==> config.mk <==
export PLATFORM = sky130hd
export DESIGN_NAME = shreg_delay_ctrl
export DESIGN_NICKNAME = d
export VERILOG_FILES = /design/src/rtl/shreg_ctrl_pkg.sv /design/src/rtl/shreg_tap.sv /design/src/rtl/shreg_delay_ctrl.sv
export SDC_FILE = /design/constraint.sdc
export NUM_CORES = 1
export LEC_CHECK = 0
export BUFFER_PORTS_ARGS = -buffer_cell sky130_fd_sc_hd__buf_2
export CAP_MARGIN = 20
export CELL_PAD_IN_SITES_DETAIL_PLACEMENT = 0
export CELL_PAD_IN_SITES_GLOBAL_PLACEMENT = 1
export CORE_ASPECT_RATIO = 0.9
export CORE_MARGIN = 2
export CORE_UTILIZATION = 57
export DETAILED_ROUTE_END_ITERATION = 7
export PLACE_DENSITY_LB_ADDON = 0.1
export SYNTH_ARGS = -nofsm -noshare
export SYNTH_HDL_FRONTEND = slang
export SYNTH_SLANG_ARGS = --single-unit
==> constraint.sdc <==
create_clock -name clk -period 35 [get_ports clk]
set_input_delay 3.5 -clock clk [delete_from_list [all_inputs] [get_ports clk]]
set_output_delay 3.5 -clock clk [all_outputs]
set_load 0.05 [all_outputs]
==> src/rtl/shreg_ctrl_pkg.sv <==
// shreg_ctrl_pkg
//   Shared definitions for the tapped delay-line controller:
//   - state_e  : controller state encoding
//   - calc_lw  : ceil(log2(n)), never less than 1, used for tap/occupancy widths
package shreg_ctrl_pkg;

  typedef enum logic [1:0] {
    ST_EMPTY = 2'd0,
    ST_FILL  = 2'd1,
    ST_RUN   = 2'd2,
    ST_FLUSH = 2'd3
  } state_e;

  function automatic int unsigned calc_lw(input int unsigned n);
    int unsigned w;
    w = 0;
    while ((64'd1 << w) < 64'(n)) w++;
    if (w == 0) w = 1;
    return w;
  endfunction

endpackage

==> src/rtl/shreg_tap.sv <==
// shreg_tap
//   Plain shift register with a variable read tap. No reset and no initial
//   value on the stages so the line can map onto shift-register primitives.
// Ports
//   clk : clock
//   en  : shift enable; stage k -> k+1, d -> stage 0
//   d   : input sample
//   tap : stage index driven onto q
//   q   : stage[tap], combinational
module shreg_tap
  import shreg_ctrl_pkg::*;
#(
  parameter int unsigned WIDTH = 1,
  parameter int unsigned DEPTH = 130,
  localparam int unsigned LW = calc_lw(DEPTH)
) (
  input  logic             clk,
  input  logic             en,
  input  logic [WIDTH-1:0] d,
  input  logic [LW-1:0]    tap,
  output logic [WIDTH-1:0] q
);

  logic [WIDTH-1:0] stage_q [DEPTH];

  always_ff @(posedge clk) begin
    if (en) begin
      stage_q[0] <= d;
      for (int k = 1; k < int'(DEPTH); k++) begin
        stage_q[k] <= stage_q[k-1];
      end
    end
  end

  assign q = stage_q[tap];

endmodule

==> src/rtl/shreg_delay_ctrl.sv <==
// shreg_delay_ctrl
//   Controller for a configurable-length delay line. Tracks how many samples
//   have been shifted in (occ, saturating at DEPTH) against the selected tap
//   (len) and flags q as valid once the tap stage holds a real sample.
// Ports
//   clk, r_n        : clock, synchronous active-low reset
//   i, i_vld, i_rdy : input sample handshake (shift on i_vld && i_rdy)
//   q, q_vld        : delayed sample at stage[len], valid in RUN
//   cfg_vld/cfg_len : tap-length load request; cfg_err pulses on rejection
//   flush           : drop all history
//   busy            : high in FILL or FLUSH
//
// state    | meaning
// ---------+-----------------------------------------------
// ST_EMPTY | no samples held (occ == 0)
// ST_FILL  | some samples held, tap not reached (0 < occ <= len)
// ST_RUN   | tap stage holds a real sample (occ > len)
// ST_FLUSH | one-cycle history discard, then EMPTY
module shreg_delay_ctrl
  import shreg_ctrl_pkg::*;
#(
  parameter int unsigned WIDTH = 1,
  parameter int unsigned DEPTH = 130,
  localparam int unsigned LW = calc_lw(DEPTH)
) (
  input  logic             clk,
  input  logic             r_n,
  input  logic [WIDTH-1:0] i,
  input  logic             i_vld,
  output logic             i_rdy,
  output logic [WIDTH-1:0] q,
  output logic             q_vld,
  input  logic             cfg_vld,
  input  logic [LW-1:0]    cfg_len,
  output logic             cfg_err,
  input  logic             flush,
  output logic             busy
);

  localparam int unsigned OW = calc_lw(DEPTH + 1);
  localparam logic [OW-1:0] OCC_MAX = OW'(DEPTH);
  localparam logic [LW:0]   DEPTH_X = (LW+1)'(DEPTH);

  state_e        state_q, state_d;
  logic [OW-1:0] occ_q, occ_d;
  logic [LW-1:0] len_q, len_d;
  logic          cfg_err_q, cfg_err_d;

  logic shift;
  logic cfg_blocked;
  logic cfg_in_range;

  assign i_rdy        = r_n && !flush && (state_q != ST_FLUSH);
  assign shift        = i_vld && i_rdy;
  // Config requests during a flush are silently dropped, not errored.
  assign cfg_blocked  = flush || (state_q == ST_FLUSH);
  assign cfg_in_range = ({1'b0, cfg_len} < DEPTH_X);

  always_ff @(posedge clk) begin
    if (!r_n) begin
      state_q   <= ST_EMPTY;
      occ_q     <= '0;
      len_q     <= '0;
      cfg_err_q <= 1'b0;
    end else begin
      state_q   <= state_d;
      occ_q     <= occ_d;
      len_q     <= len_d;
      cfg_err_q <= cfg_err_d;
    end
  end

  always_comb begin
    state_d   = state_q;
    occ_d     = occ_q;
    len_d     = len_q;
    cfg_err_d = 1'b0;
    if (flush) begin
      occ_d   = '0;
      state_d = ST_FLUSH;
    end else begin
      if (shift && (occ_q != OCC_MAX)) occ_d = occ_q + OW'(1);
      if (cfg_vld && !cfg_blocked) begin
        if (cfg_in_range) len_d = cfg_len;
        else              cfg_err_d = 1'b1;
      end
      // State follows the post-edge occ and len so a same-cycle shift and
      // config change are both reflected.
      if (state_q == ST_FLUSH)          state_d = ST_EMPTY;
      else if (occ_d == '0)             state_d = ST_EMPTY;
      else if (occ_d <= OW'(len_d))     state_d = ST_FILL;
      else                              state_d = ST_RUN;
    end
  end

  assign q_vld   = (state_q == ST_RUN);
  assign busy    = (state_q == ST_FILL) || (state_q == ST_FLUSH);
  assign cfg_err = cfg_err_q;

  shreg_tap #(
    .WIDTH (WIDTH),
    .DEPTH (DEPTH)
  ) u_tap (
    .clk (clk),
    .en  (shift),
    .d   (i),
    .tap (len_q),
    .q   (q)
  );

endmodule

Word level (Yosys, flattened, before mapping) --
Memory sizes are Yosys's and may differ from the RTL's. A register that Yosys moved wholly into a read port is not among the register bits. Index checks and enable logic that the tools add are counted.
Word-level totals: memory bits (writable) 130, output and inout port bits 5, memories 1, word-level logic and storage cells 41, input bits 14, register bits after elaboration 19
Cells by class: equal/unequal tests 5, bitwise logic cells 2, multiplexer cells 14, reduce and logical (&&, ||, !) cells 12, magnitude comparators 2, add/sub/neg operators 1
Memory list:
- u_tap.stage_q | words 130, width 1, read ports 130, clocked after Yosys merged registers in 1, write ports 130, RTL line shreg_tap.sv:24 | logic [WIDTH-1:0] stage_q [DEPTH];
Operators with widths (number):
- two-way mux 8 bit | 7
- adder 8 x 1 -> 8 bit (second input constant) | 1
- <= comparator 8 bit | 1
- logical NOT 8 bit | 1
- < comparator 8 bit (second input constant) | 1
- two-way mux 2 bit | 4
- != test 8 bit (second input constant) | 1
- logical AND 1 bit | 5
- equality test 2 bit (second input constant) | 2
- two-way mux 1 bit | 3
- OR reduction 3 bit | 1
- equality test 2 x 1 -> 1 bit (second input constant) | 1
- logical NOT 1 bit | 2
- logical OR 1 bit | 2
- != test 2 bit (second input constant) | 1
- inverter 1 bit | 2
- OR reduction 2 bit | 1

Longest topological paths before layout --
depth in word-level cells 12, mapped depth 13, depth with buffers taken out 13

Cells and area by module --
From an unflattened synthesis, not the netlist that was laid out.
Second synthesis, totals: cells, all modules 356, area, all modules 6211.0 µm²
By module, submodules not included:
- shreg_tap | area an instance 5061.1 µm², cells each 228, times used 1, seq. area each 3903.7 µm²
- shreg_delay_ctrl | area an instance 1149.9 µm², cells each 128, times used 1, seq. area each 380.4 µm²

Least setup slack after synthesis --
No wires, ideal clock.
kind in2reg, from input flush, to register state_q[0], stages 12, library setup time 0.058 ns, buffers on the path 1, required time 34.942 ns, slack 18.219 ns, arrival time 16.723 ns, cells stage by stage nand2b_1 -> buf_2 -> nor3b_1 -> o21ai_1 -> o21ai_0 -> ha_1 -> nor2b_1 -> o21a_1 -> o21a_1 -> o31a_1 -> a211oi_1 -> o21a_1
On the way: cells in the longest elaborated chain, start to end 12, elaborated cells on any way between the ends 18, classes of those cells 1 x order compare; 8 x mux; 9 x reduce/logical
RTL lines:
- start: declaration | RTL line shreg_delay_ctrl.sv:36 | input logic flush,
- logical NOT 1 bit * | RTL line shreg_delay_ctrl.sv:53 | assign i_rdy = r_n && !flush && (state_q != ST_FLUSH);
- logical AND 1 bit * (2 in a row) | RTL line shreg_delay_ctrl.sv:53
- logical AND 1 bit * | RTL line shreg_delay_ctrl.sv:54 | assign shift = i_vld && i_rdy;
- named net shift | RTL line shreg_delay_ctrl.sv:49 | logic shift;
- logical AND 1 bit * | RTL line shreg_delay_ctrl.sv:82 | if (shift && (occ_q != OCC_MAX)) occ_d = occ_q + OW'(1);
- two-way mux 8 bit * | RTL line shreg_delay_ctrl.sv:82
- two-way mux 8 bit * | RTL line shreg_delay_ctrl.sv:78 | if (flush) begin
- <= comparator 8 bit | RTL line shreg_delay_ctrl.sv:91 | else if (occ_d <= OW'(len_d)) state_d = ST_FILL;
- two-way mux 2 bit | RTL line shreg_delay_ctrl.sv:91
- two-way mux 2 bit * | RTL line shreg_delay_ctrl.sv:90 | else if (occ_d == '0) state_d = ST_EMPTY;
- two-way mux 2 bit * | RTL line shreg_delay_ctrl.sv:89 | if (state_q == ST_FLUSH) state_d = ST_EMPTY;
- two-way mux 2 bit * | RTL line shreg_delay_ctrl.sv:78
- end signal: assignment | RTL line shreg_delay_ctrl.sv:66 | state_q <= state_d;
- end: declaration | RTL line shreg_delay_ctrl.sv:44 | state_e state_q, state_d;
Mark *: on every way through the listed nets, which the timed path passes. The rest lies on a longest branch. The select of a mux whose other input is x is not followed. A chain may end at the register's enable or synchronous reset.

Final worst setup path --
from input flush, to output i_rdy
On the way: cells in the longest elaborated chain, start to end 3
RTL lines:
- logical NOT 1 bit | RTL line shreg_delay_ctrl.sv:53
- logical AND 1 bit (2 in a row) | RTL line shreg_delay_ctrl.sv:53
- end: declaration | RTL line shreg_delay_ctrl.sv:30 | output logic i_rdy,
Every way passes these cells.

==> metrics <==
status=complete, no violations; Avg Cell Area, Syn=between 15 and 20 um2; port bufs=18; cts repair resizes=0; Clk Latency, worst-skew pair=between 0.4 and 0.5 ns; hold_buf cts=0; critical path type=primary input to output pin; drt first-iter violations=between 200 and 300; Internal=between 0.3 and 0.4 mW; Synth Net Count=between 400 and 500; TritonCTS Buffers=17; Final Cycle Share=a little under a quarter; commonest non-fill, non-tap cell in the layout=edfxtp_1; Min Hold Slack=roughly 0.44 ns; I/O pin cnt=19; initial cell density of the core=59.15%; CTS sink cnt=157; Cells on Worst Hold Path=0; die area=~12,000 um2; Req. time, crit path=roughly 32 ns; Net Sw Power=roughly 0.082 mW; warnings from Yosys=0; Final HPWL DP=between 6000 and 7000 um; initial antenna violation count=0; Critical Path AT=4.47 ns; clock share of power=45.5%; GRT Overall Usage=~20%; nets=around 440; Worst R2R Start=state_q[0]; global-route wire length before repair=17,810 um; layout cell share with drive strength beyond 1=19.48%; Pre-antenna DRT Iters=5; GRT overflow=0; Layout area overhead=12.63%; vias in the first global route=3,322; Max Clock Freq=~130 MHz; met1 wire length=5670 um; Final min period=7.973 ns; Via density=between 5 and 6; Rows=36; Placer Congestion=roughly 0.80; CP Max Fanout=12; DRC violations left=0; Logic pwr share=under 10%; sequential area share after synthesis=68.36%; worst r2r dst=state_q[0]; WL per Instance=19.39 um; CP Capture Type=output pin; top-area cell type share of the netlist area=about three fifths; CTS tree=built; worst relative slew slack=between 30% and 40%; Setup TNS=0 ns; min-delay worst type=flip-flop to flip-flop; Die X=116.6 um; Util after Layout=66.62%; worst slew pin tran=between 1 and 1.5 ns; met3 routed WL=479 um; core area=~11,000 um2; Yosys reg bits=about 160; Post-Route WL=11,210 um; vias=roughly 3,300; library cells used by synthesis=61; Synth async-reset ratio=0%; post-synth top area cell=edfxtp_1; RSZ-0062 raised after global routing=false; nature of the critical path startpoint=primary input; n_diodes=0; commonest cells after routing, fill and taps aside=edfxtp_1 (130), mux2i_1 (29), dfxtp_1 (25); DRT antenna net count=0; top cells by area, synth=edfxtp_1 (60%), dfxtp_1 (8.3%), mux4_2 (5.2%); Power Density=around 57 nW/um2; Reg2Reg Depth=12; Setup-failing EPs final=0; fin worst setup slack=roughly 27 ns; root buf cell=clkbuf_16; number of synthesized flops with an enable pin=130; Setup Slack @ Placement=roughly 27 ns; Seq pwr share=50.2%; Max Slew Vio Count=0; Lkg Pwr=about 2.4 nW; final hold vios=0; Sw Ratio=around a fifth; Synth Flop Type=edfxtp_1; DR top layer=met4; H-tree depth=4; Peak VDD IR=between 0.03 and 0.04 mV; total power=0.4176 mW; Register-to-Register Setup Slack=about 32 ns; Clock Skews=0.007121 ns; met2 WL=roughly 5000 um; chip height=between 100 and 150 um; deepest clock path buffer count=2; HP Start=u_tap.stage_q[13]; largest net degree at the start of global routing=88; setup repair bufs after CTS=0; post-synthesis cell count=between 300 and 400; clk slew on worst S/H paths=roughly 0.06 ns; Worst Hold End=u_tap.stage_q[14]; post-synthesis cell area=6501 um2; max-cap violation count=0
cell type report:
type                    instances  area [um2]
clock buffers                  25       506.7
clock inverters                 7       110.1
fillers                       798        3669
inverters                       4       15.01
multi-input cells             210        1906
flip-flops and latches        157        4447
well taps                     152       190.2
repair buffers                 23       147.6
layer usage:
layer,GRT usage [%],vias up
met3,6.095,5
met5,0,-
met4,7.563,0
met2,27.03,66
li1,-,1604
met1,30.32,1668
worst max path at each step:
stage	slack [ns]	startpoint	cells past startpoint	end
finish	27.03	flush	4	i_rdy
global route	26.96	flush	4	i_rdy
CTS	27.02	flush	4	i_rdy
detailed placement	27.02	flush	4	i_rdy
global placement	27.08	flush	4	i_rdy
floorplan	18.22	flush	12	state_q[0]
power by group through the flow:
stage | Combinational [mW] | Sequential [mW] | Clock (mW)
finish | 0.0180 | 0.210 | 0.190
global route | 0.0197 | 0.210 | 0.201
CTS | 0.0178 | 0.210 | 0.194
detailed placement | 0.0178 | 0.214 | 0
global placement | 0.0174 | 0.214 | 0
floorplan | 0.0144 | 0.214 | 0
synth_stat cells, types with 8 or more instances:
| master | number |
|---|---|
| edfxtp_1 | 130 |
| mux2i_1 | 29 |
| dfxtp_1 | 27 |
| nor2_1 | 23 |
| nand2_1 | 17 |
| mux4_2 | 15 |
| nor2b_1 | 13 |
| nand3_1 | 12 |
| ha_1 | 10 |
| mux4_1 | 8 |
per-stage QoR:
step / instance area [um2] / std cells
floorplan: 6501 / 386
global placement: 6678 / 545
detailed placement: 6678 / 545
CTS: 7295 / 577
global route: 7322 / 578
finish: 7322 / 578
flip-flops by register name, summed over array words and instances (netlist names), named ones only:
name,count
u_tap.stage_q,130
state_q,2
cfg_err,1
occ_q,8
len_q,8
critical path: stages:
cell and delay [ns]:
buf_2 0.12, nand2b_1 0.35, nor2_1 0.21, buf_2 0.29
cell families after synthesis:
logic type,Yosys count,synth area share [%]
DFF,157,68.36
and+or+nand+nor,95,7.679
muxes,56,13.59
AOI/OAI and AO/OA,42,5.100
buffers and inverters,19,2.406
adders and majority gates,10,1.925
xor gates and xnor gates,7,0.9431
Note: power is estimated with default switching activity, not from simulation.
